## config.mk

```make
export PLATFORM = sky130hd
export DESIGN_NAME = decoder_rr_arbiter_flat
export DESIGN_NICKNAME = d
export VERILOG_FILES = /design/src/rtl/arb_pkg.sv /design/src/rtl/decoder_rr_arbiter_if.sv /design/src/rtl/decoder_3_8.sv /design/src/rtl/decoder_rr_arbiter.sv /design/src/flat_wrapper.sv
export SDC_FILE = /design/constraint.sdc
export NUM_CORES = 1
export LEC_CHECK = 0
export BUFFER_PORTS_ARGS = -buffer_cell sky130_fd_sc_hd__buf_4
export CAP_MARGIN = 10
export CORE_AREA = 8 8 63 65
export DETAILED_ROUTE_END_ITERATION = 7
export DIE_AREA = 0 0 71 73
export GPL_ROUTABILITY_DRIVEN = 0
export MAX_ROUTING_LAYER = met4
export PLACE_DENSITY = 0.78
export SYNTH_ARGS = -nofsm -noshare
export SYNTH_HDL_FRONTEND = slang
export SYNTH_SLANG_ARGS = --single-unit
export TNS_END_PERCENT = 20
```

## constraint.sdc

```tcl
create_clock -name clk -period 3.43 [get_ports clk]
set_input_delay 0.343 -clock clk [delete_from_list [all_inputs] [get_ports clk]]
set_output_delay 0.343 -clock clk [all_outputs]
set_load 0.05 [all_outputs]
```

## src/rtl/arb_pkg.sv

```systemverilog
// Shared types and helpers for the round-robin decoder arbiter.
package arb_pkg;

    localparam int unsigned N_REQ = 8;
    localparam int unsigned IDX_W = 3;

    typedef enum logic [1:0] {
        IDLE  = 2'd0,
        GRANT = 2'd1,
        GAP   = 2'd2
    } state_t;

    // First set request after 'last', wrapping; 'last' itself has lowest priority.
    function automatic logic [IDX_W-1:0] rr_pick(input logic [N_REQ-1:0] req,
                                                 input logic [IDX_W-1:0] last);
        logic [IDX_W-1:0] win;
        logic [IDX_W-1:0] idx;
        win = last;
        for (int i = N_REQ; i > 0; i--) begin
            idx = last + IDX_W'(i);
            if (req[idx]) win = idx;
        end
        return win;
    endfunction

endpackage

```

## src/rtl/decoder_rr_arbiter_if.sv

```systemverilog
// Requester-side bundle: request/release in, decoder select and grant out.
interface decoder_rr_arbiter_if
    import arb_pkg::*;
();
    logic [N_REQ-1:0] req;
    logic             done;
    logic             dec_en;
    logic [IDX_W-1:0] dec_a;
    logic [N_REQ-1:0] grant;
    logic             busy;
    logic             timeout;

    modport master (output req, done,
                    input  dec_en, dec_a, grant, busy, timeout);

    modport slave  (input  req, done,
                    output dec_en, dec_a, grant, busy, timeout);
endinterface

```

## src/rtl/decoder_3_8.sv

```systemverilog
// 3-to-8 one-hot decoder with enable; all-zero when disabled.
module decoder_3_8 (
    input  logic       en,
    input  logic [2:0] a,
    output logic [7:0] bcode
);
    always_comb begin
        bcode = 8'd0;
        if (en) bcode = 8'd1 << a;
    end
endmodule

```

## src/rtl/decoder_rr_arbiter.sv

```systemverilog
// Round-robin owner selection driving a 3-to-8 decoder, with handshake or
// timeout release and a one-cycle dead gap between owners.
module decoder_rr_arbiter
    import arb_pkg::*;
#(
    parameter int unsigned MAX_HOLD = 16,
    parameter int unsigned CNT_W    = 8
) (
    input  logic          clk,
    input  logic          rst_n,
    decoder_rr_arbiter_if.slave bus_io
);

    localparam bit               HOLD_EN   = (MAX_HOLD != 0);
    localparam logic [CNT_W-1:0] HOLD_LAST = HOLD_EN ? CNT_W'(MAX_HOLD - 1) : '0;

    state_t           state_q,    state_d;
    logic             dec_en_q,   dec_en_d;
    logic [IDX_W-1:0] dec_a_q,    dec_a_d;
    logic [IDX_W-1:0] last_q,     last_d;
    logic [CNT_W-1:0] hold_cnt_q, hold_cnt_d;
    logic             timeout_q,  timeout_d;
    logic             busy_q,     busy_d;
    logic [N_REQ-1:0] grant_c;

    logic hold_hit_c;
    logic owner_req_c;
    logic release_c;

    assign hold_hit_c  = HOLD_EN && (hold_cnt_q == HOLD_LAST);
    assign owner_req_c = bus_io.req[dec_a_q];
    assign release_c   = bus_io.done || !owner_req_c || hold_hit_c;

    always_comb begin
        state_d    = state_q;
        dec_en_d   = dec_en_q;
        dec_a_d    = dec_a_q;
        last_d     = last_q;
        hold_cnt_d = hold_cnt_q;
        timeout_d  = 1'b0;

        unique case (state_q)
            IDLE: begin
                if (|bus_io.req) begin
                    state_d    = GRANT;
                    dec_en_d   = 1'b1;
                    dec_a_d    = rr_pick(bus_io.req, last_q);
                    hold_cnt_d = '0;
                end
            end
            GRANT: begin
                if (hold_cnt_q != {CNT_W{1'b1}}) hold_cnt_d = hold_cnt_q + CNT_W'(1);
                if (release_c) begin
                    state_d   = GAP;
                    dec_en_d  = 1'b0;
                    last_d    = dec_a_q;
                    // Timeout flagged only when the hold limit alone forces release.
                    timeout_d = hold_hit_c && !bus_io.done && owner_req_c;
                end
            end
            GAP: begin
                if (|bus_io.req) begin
                    state_d    = GRANT;
                    dec_en_d   = 1'b1;
                    dec_a_d    = rr_pick(bus_io.req, last_q);
                    hold_cnt_d = '0;
                end else begin
                    state_d  = IDLE;
                    dec_en_d = 1'b0;
                end
            end
            default: begin
                state_d  = IDLE;
                dec_en_d = 1'b0;
            end
        endcase

        busy_d = (state_d != IDLE);
    end

    always_ff @(posedge clk) begin
        if (!rst_n) begin
            state_q    <= IDLE;
            dec_en_q   <= 1'b0;
            dec_a_q    <= '0;
            last_q     <= IDX_W'(N_REQ - 1);
            hold_cnt_q <= '0;
            timeout_q  <= 1'b0;
            busy_q     <= 1'b0;
        end else begin
            state_q    <= state_d;
            dec_en_q   <= dec_en_d;
            dec_a_q    <= dec_a_d;
            last_q     <= last_d;
            hold_cnt_q <= hold_cnt_d;
            timeout_q  <= timeout_d;
            busy_q     <= busy_d;
        end
    end

    decoder_3_8 u_dec (
        .en    (dec_en_q),
        .a     (dec_a_q),
        .bcode (grant_c)
    );

    assign bus_io.dec_en  = dec_en_q;
    assign bus_io.dec_a   = dec_a_q;
    assign bus_io.grant   = grant_c;
    assign bus_io.busy    = busy_q;
    assign bus_io.timeout = timeout_q;

endmodule
```

## src/flat_wrapper.sv

```systemverilog
// flat-port wrapper written by rule: the top's interface ports become plain ports
module decoder_rr_arbiter_flat import arb_pkg::*;
#(
    parameter int unsigned MAX_HOLD = 16,
    parameter int unsigned CNT_W    = 8
)
  (clk, rst_n, bus_io_req, bus_io_done, bus_io_dec_en, bus_io_dec_a, bus_io_grant, bus_io_busy, bus_io_timeout);
  decoder_rr_arbiter_if bus_io_i ();
  input  logic clk;
  input  logic rst_n;
  input wire logic [$bits(bus_io_i.req)-1:0] bus_io_req;
  input wire logic [$bits(bus_io_i.done)-1:0] bus_io_done;
  output wire logic [$bits(bus_io_i.dec_en)-1:0] bus_io_dec_en;
  output wire logic [$bits(bus_io_i.dec_a)-1:0] bus_io_dec_a;
  output wire logic [$bits(bus_io_i.grant)-1:0] bus_io_grant;
  output wire logic [$bits(bus_io_i.busy)-1:0] bus_io_busy;
  output wire logic [$bits(bus_io_i.timeout)-1:0] bus_io_timeout;
  assign bus_io_i.req = bus_io_req;
  assign bus_io_i.done = bus_io_done;
  assign bus_io_dec_en = bus_io_i.dec_en;
  assign bus_io_dec_a = bus_io_i.dec_a;
  assign bus_io_grant = bus_io_i.grant;
  assign bus_io_busy = bus_io_i.busy;
  assign bus_io_timeout = bus_io_i.timeout;
  decoder_rr_arbiter #(.MAX_HOLD(MAX_HOLD), .CNT_W(CNT_W)) u_core (.clk(clk), .rst_n(rst_n), .bus_io(bus_io_i));
endmodule
```

==> impl_metrics.csv, run 1 <==
group,metric,value,unit
route,route.final.wire_length,4060,µm
global_route,first_pass_grt_wire_length,6920,µm
critical_path,crit_path_max_fanout,9,
logic_synthesis,netlist_top_cells_area,"dfxtp_1 (23%), mux2i_1 (9.1%), nand2_1 (5.2%)",
pwr,clockPowerShare,8.8,%
sta,rsz0062_at_grt,"false",
sta,report.final.setup_viol,0,
critical_path,timing_worst_setup_path_type,"reg -> reg",
global_route,grt_max_degree,18,
cells_and_area,nNetsFinal,235,
critical_path,required,3.66,ns
global_route,number_of_antenna_violations_at_the_first_check_in_global_routing,0,
pwr,power.density,712,nW/µm²
floorplanning,die_h,73,µm
critical_path,cp_slowest_stage_delay,0.50,ns
route,first_iter_violations,138,
cells_and_area,finalNonFillerCells,253,
route,average_routed_wire_per_standard_cell,16.0,µm
clock_tree,clkLatencyLatePin,0.30,ns
critical_path,critical-path-slowest-cell,"ha_1",
clock_tree,clock_sinks,19,
logic_synthesis,synthCells,201,
critical_path,worstPathArrival,2.77,ns
logic_synthesis,postSynthAreaPerCell,8.21,µm²
sta,period_minus_slack,2.55,ns
floorplanning,dieArea,5180,µm²
sta,worst_slew_margin_rel,59.9,%
logic_synthesis,most_used_flip_flop_cell_after_synthesis,"dfxtp_1",
floorplanning,starting_density,55.9,%
logic_synthesis,synth.yosys.seq_area_share,23.0,%
clock_tree,clock-root-buffer,"clkbuf_4",
pwr,swShare,49.2,%
cells_and_area,antennaDiodeCount,0,
pwr,p_sw,0.000653,W
global_route,grtUsageTotal,16.6,%
sta,final-hold-violation-count,0,
route,firstDrtPassIters,5,
clock_tree,cts.repair.resized,0,
logic_synthesis,number_of_enable_flip_flop_cells_after_synthesis,0,
route,routed_via_density,6.31,
sta,fmax,393,MHz
logic_synthesis,synthesized_nets,215,
logic_synthesis,synth_area,1650,µm²
critical_path,worstSetupStartpointType,"flip-flop",
clock_tree,clk_pin_slew_worst_paths,0.11,ns
route,drc_errors,0,
floorplanning,die_w,71,µm
worst_hold_path,timing.hold.worst.class,"in -> reg",
sta,skew,0.00369,ns
logic_synthesis,yosys.area.top_type,"dfxtp_1",
critical_path,setup.worst_path.end_class,"flip-flop",
clock_tree,clockBufferDepth,2,
pwr,power.leakage,0.758,nW
clock_tree,numCtsBuffers,3,
global_route,overflow,0,
sta,worst_pin_slew,0.600,ns
clock_tree,cts.htree.levels,1,
global_route,via_count_of_the_first_global_routing_pass,1538,
clock_tree,post-cts-setup-buffers,0,
clock_tree,cts_tree,"done",
floorplanning,core,2950,µm²
place,post-dp-hpwl,3130,µm
logic_synthesis,netlist-cell-type-count,48,
place,dp_cells,249,
logic_synthesis,count_of_warnings_emitted_by_yosys,0,
run_status,run_status,"finished, final reports clean",
route,route.antenna.remaining_nets,0,
pwr,seq_power_share,24.6,%
pwr,worst_ir_drop_vdd,0.000313,V
sta,period_share,74.3,%
pwr,p_int,0.000673,W
logic_synthesis,yosys_register_bits,19,
floorplanning,floorplan.io_pins,25,
critical_path,path_cells,"inv_1 > ha_1 > mux4_2 > mux2_4 > a21boi_0 > o211ai_2 > mux2_2 > o221ai_1",
sta,totalNegativeSetupSlack,0,ns
sta,timing.final.max_slew_violations,0,
cells_and_area,areaGrowthSynthToFinish,12.8,%
place,io_buffers,24,
job,maxCapViolCount,0,
logic_synthesis,async_reset_ff_share,0,%
clock_tree,post_cts_hold_buffer_count,0,
pwr,pwr-share-comb,66.6,%
floorplanning,placement_rows,20,
cells_and_area,final_layout_size_suffix_gt1_share,19.1,%
cells_and_area,post-route-util,63.1,%
route,via_count,1597,
logic_synthesis,synth_top_area_share,23.0,%
cells by family (layout without fill, tap and decap cells):
kind of cell,count (synthesis),count (layout),synth area share [%]
AND/OR/NAND/NOR,85,85,25.8
XOR/XNOR,8,8,4.25
multiplexers,27,27,22.3
flip-flops,19,19,23.0
AO/OA/AOI/OAI,42,42,17.7
adder cells (fa/ha/maj),3,3,2.27
buffers and inverters,17,36,4.70
area by class of cell:
cell class / count / area (µm²)
inverter: 5 / 18.8
multi-input combinational: 165 / 1190
tap: 33 / 41.3
clock buffer: 4 / 26.3
timing repair buffer: 27 / 203
fill: 251 / 1090
sequential: 19 / 380
cells in the mapped netlist, types with 2 or more instances:
master and count:
nand2_1 23, dfxtp_1 19, nor2_1 19, mux2i_1 15, nand2b_1 9, a21oi_1 7, nor2b_1 7, o21ai_0 7
clkbuf_1 6, nor4_1 6, buf_2 5, inv_1 5, mux2_2 5, nand3_1 5, xnor2_1 5, a21boi_0 4
a31oi_1 4, nand4_1 4, nor3_1 4, ha_1 3, mux4_1 3, mux4_2 3, o211ai_1 3, xor2_1 3
and2_1 2, o221ai_1 2, o22ai_1 2
final timing paths:
check | from | to | slack [ns] | cells past startpoint
max | u_core.last_q[1] | u_core.bus_io.dec_a[0] | 0.88 | 8
min | rst_n | u_core.last_q[2] | 0.32 | 2
max reg2reg | u_core.last_q[1] | u_core.bus_io.dec_a[0] | 0.88 | 8
min reg2reg | u_core.hold_cnt_q[1] | u_core.hold_cnt_q[1] | 0.51 | 2
registers in the layout, summed over array words and instances, names as in the netlist:
signal and cells:
u_core.bus_io.busy 1, u_core.bus_io.dec_a 3, u_core.bus_io.dec_en 1, u_core.bus_io.timeout 1, u_core.hold_cnt_q 8, u_core.last_q 3
u_core.state_q 2
worst max-delay path: cells and delay by family, from the launching register on:
family                     cells  cell delay (ns)
adders and majority gates      1             0.50
buffers and inverters          1             0.12
DFF                            1             0.35
AOI/OAI and AO/OA              3             0.44
muxes                          3             1.07
layout by cell type (no fill, tap or decap), types with 2 or more instances in the layout:
master,instances
nor3_1,4
nand2_1,23
nor2b_1,7
nand2b_1,9
ha_1,3
nand3_1,5
dfxtp_1,19
o21ai_0,7
mux4_2,3
mux2_2,5
nand4_1,4
o221ai_1,2
o211ai_1,3
xnor2_1,5
nor2_1,19
a31oi_1,4
nor4_1,6
clkbuf_4,3
and2_1,2
a21boi_0,4
xor2_1,3
mux4_1,3
mux2i_1,15
inv_1,5
o22ai_1,2
a21oi_1,7
buf_4,27
through the flow:
stage	setup slack (ns)	instance area [µm²]	hold slack [ns]	total power, W
2_1_floorplan	0.780	1650	0.471	0.00102
3_3_place_gp	1.02	1840	0.488	0.00118
3_5_place_dp	0.926	1840	0.508	0.00121
4_1_cts	0.883	1860	0.309	0.00133
5_1_grt	0.706	1860	0.313	0.00143
6_report	0.883	1860	0.317	0.00133
power by group through the flow:
stage                     Sequential [W]  Combinational [W]  Clock [W]
after floorplan                 0.000349           0.000676          0
final                           0.000327           0.000883   0.000117
after CTS                       0.000327           0.000880   0.000120
after global placement          0.000327           0.000854          0
after detailed placement        0.000333           0.000877          0
after global routing            0.000336           0.000967   0.000125
layer usage:
metal	vias to the layer above	GRT usage (%)	part of all wire [%]
met3	6	4.12	8.3
met4	0	4.16	0.79
li1	782	-	-
met5	-	-	0
met1	747	19.4	43
met2	62	27.9	48
Note: power is estimated with default switching activity, not from simulation.
==> run 2, diff against run 1 <==
--- a/config.mk
+++ b/config.mk
@@ -7,12 +7,12 @@
 export LEC_CHECK = 0
 export BUFFER_PORTS_ARGS = -buffer_cell sky130_fd_sc_hd__buf_4
 export CAP_MARGIN = 10
-export CORE_AREA = 8 8 63 65
+export CORE_AREA = 8 8 66 68
 export DETAILED_ROUTE_END_ITERATION = 7
-export DIE_AREA = 0 0 71 73
+export DIE_AREA = 0 0 74 76
 export GPL_ROUTABILITY_DRIVEN = 0
 export MAX_ROUTING_LAYER = met4
-export PLACE_DENSITY = 0.78
+export PLACE_DENSITY = 0.74
 export SYNTH_ARGS = -nofsm -noshare
 export SYNTH_HDL_FRONTEND = slang
 export SYNTH_SLANG_ARGS = --single-unit
==> constraint.sdc (replaced) <==
create_clock -name clk -period 2.3 [get_ports clk]
set_input_delay 0.23 -clock clk [delete_from_list [all_inputs] [get_ports clk]]
set_output_delay 0.23 -clock clk [all_outputs]
set_load 0.05 [all_outputs]
==> run 2 against run 1 <==
Net effect:
- via count fell by 0.44%
- sequential cell count did not move
- highest routed layer unchanged
- clock-buffer cell count did not move
- combinational power rose by 78%
- largest cell class unchanged
- sequential power rose by 47%
- core utilization fell by 3.7 points
- clock power rose by 47%
- die area rose by 8.5%
- fmax rose by 15%
- critical path depth did not move
- setup slack got worse by 0.80 ns
- non-clock buffer count rose by 12
==> impl_metrics.csv, run 2 (same netlist as run 1, synthesis figures left out) <==
group,metric,value,unit
run_status,run_status,"finished, final reports clean",
job,maxCapViolCount,0,
critical_path,path_cells,"inv_4 > ha_4 > mux4_2 > mux2i_2 > nand2_1 > o211ai_2 > mux2_4 > o221ai_2",
critical_path,critical-path-slowest-cell,"mux4_2",
sta,final-hold-violation-count,0,
sta,fin_hold_ws,0.187,ns
route,routed_via_density,5.68,
pwr,pwr-share-comb,70.6,%
floorplanning,die_h,76,µm
global_route,met3_usage,3.16,%
critical_path,cp_slowest_stage_delay,0.55,ns
pwr,p_int,0.00118,W
floorplanning,dieArea,5620,µm²
critical_path,cp_num_buf_inv,1,
route,route.final.wire_length,4060,µm
sta,timing.final.max_slew_violations,0,
cells_and_area,antennaDiodeCount,0,
cells_and_area,nNetsFinal,247,
clock_tree,cts_tree,"done",
critical_path,rrSetupSlack,0.08,ns
clock_tree,clock_sinks,19,
global_route,globalRoute.busiestLayer,"met2",
global_route,number_of_antenna_violations_at_the_first_check_in_global_routing,0,
sta,fmax,451,MHz
cells_and_area,final_layout_size_suffix_gt1_share,27.6,%
clock_tree,clk_pin_slew_worst_paths,0.11,ns
clock_tree,numCtsBuffers,3,
critical_path,cp_depth,8,
cells_and_area,n_fill_cell,325,
cells_and_area,multiInputGateArea,1230,µm²
sta,skew,0.00630,ns
clock_tree,clockBufferDepth,2,
sta,period_share,96.5,%
pwr,worst_ir_drop_vdd,0.000381,V
critical_path,timing_worst_setup_path_type,"reg -> reg",
worst_hold_path,min_delay_path_depth,2,
route,average_routed_wire_per_standard_cell,14.5,µm
pwr,swShare,46.9,%
critical_path,worstSetupStartpointType,"flip-flop",
global_route,via_count_of_the_first_global_routing_pass,1470,
sta,rsz0062_at_grt,"false",
sta,worst_pin_slew,0.528,ns
place,io_buffers,24,
global_route,first_pass_grt_wire_length,6760,µm
cells_and_area,post-route-util,59.3,%
pwr,power.leakage,0.830,nW
critical_path,worstPathArrival,2.46,ns
pwr,power,0.00222,W
route,first_iter_violations,126,
clock_tree,clock-root-buffer,"clkbuf_4",
cells_and_area,top_register_by_number_of_flip_flops,"u_core.hold_cnt_q",
cells_and_area,final_cell_mix,"buf_4 (37), nand2_1 (23), nor2_1 (19)",
floorplanning,core,3440,µm²
place,place_area,1970,µm²
cells_and_area,largest_register_ffs,8,
global_route,grtUsageTotal,15.0,%
global_route,grt_use_met2,23.2,%
floorplanning,die_w,74,µm
sta,period_minus_slack,2.22,ns
route,route.antenna.remaining_nets,0,
critical_path,timing.reg2reg.worst_path_depth,8,
clock_tree,cts.htree.levels,1,
worst_hold_path,timing.hold.worst.class,"in -> reg",
critical_path,crit_path_max_fanout,5,
global_route,grt_max_degree,18,
floorplanning,starting_density,48.0,%
critical_path,required,2.54,ns
critical_path,setup.worst_path.end_class,"flip-flop",
pwr,power.density,1090,nW/µm²
pwr,seq_power_share,21.6,%
floorplanning,placement_rows,22,
critical_path,crit_family,"multiplexers",
route,firstDrtPassIters,4,
sta,worst_slew_margin_rel,64.7,%
pwr,clockPowerShare,7.8,%
cells_and_area,areaGrowthSynthToFinish,23.7,%
route,via_count,1590,
cells_and_area,final_common_cell,"buf_4",
global_route,groute.layer.met1.usage,19.1,%
route,drc_errors,0,
cells_and_area,final_design_area_no_fill,2040,µm²
floorplanning,floorplan.io_pins,25,
sta,totalNegativeSetupSlack,0,ns
global_route,overflow,0,
place,post-dp-hpwl,3160,µm
sta,report.final.setup_viol,0,
clock_tree,clkLatencyLatePin,0.30,ns
cells_and_area,seq_area,385,µm²
pwr,p_sw,0.00104,W
run 2: cell types whose count changed in the layout (fill, tap and decap cells not counted), moves of 2 or more:
cell | previous run | this run
buf_4 | 27 | 37
mux2i_1 | 15 | 13
mux2i_2 | 0 | 2
buf_12 | 0 | 2
dfxtp_1 | 19 | 17
run 2: power groups by stage:
stage / Clock [W] / Sequential [W] / Combinational, W
2_1_floorplan: 0 / 0.000523 / 0.00108
3_3_place_gp: 0 / 0.000481 / 0.00147
3_5_place_dp: 0 / 0.000482 / 0.00148
4_1_cts: 0.000183 / 0.000474 / 0.00148
5_1_grt: 0.000194 / 0.000489 / 0.00170
6_report: 0.000172 / 0.000480 / 0.00157
run 2: layout make-up:
class / instances / share of cell area [%]
repair buffers: 39 / 15.6
clock buffers: 4 / 1.29
well taps: 48 / 2.94
flip-flops and latches: 19 / 18.9
multi-input cells: 165 / 60.3
inverters: 5 / 1.04
run 2: path summary, 6_finish.rpt:
kind                   startpoint                      to
max              u_core.last_q[0]  u_core.bus_io.dec_a[0]
min                         rst_n        u_core.last_q[2]
max reg2reg      u_core.last_q[0]  u_core.bus_io.dec_a[0]
min reg2reg  u_core.hold_cnt_q[1]    u_core.hold_cnt_q[1]
run 2: what timing repair did:
| action | 4_1_cts | 5_1_grt |
|---|---|---|
| resized for setup | 0 | 5 |
| setup buffers | 0 | 3 |
| endpoints found under the setup margin | 0 | 3 |
| hold buffers | 0 | 0 |
run 2: through the flow:
step,setup WS [ns],std cells
floorplan,-0.102,201
global placement,0.0624,273
detailed placement,0.0271,273
CTS,0.00672,277
global route,0.0102,280
finish,0.0814,280
run 2: metal layers:
| layer | part of all wire, % | wire [µm] | vias to the layer above |
|---|---|---|---|
| met5 | 0 | 0 | - |
| met4 | 1.1 | 44 | 0 |
| met3 | 5.7 | 233 | 6 |
| met2 | 46 | 1860 | 46 |
| met1 | 47 | 1920 | 736 |
| li1 | - | - | 802 |
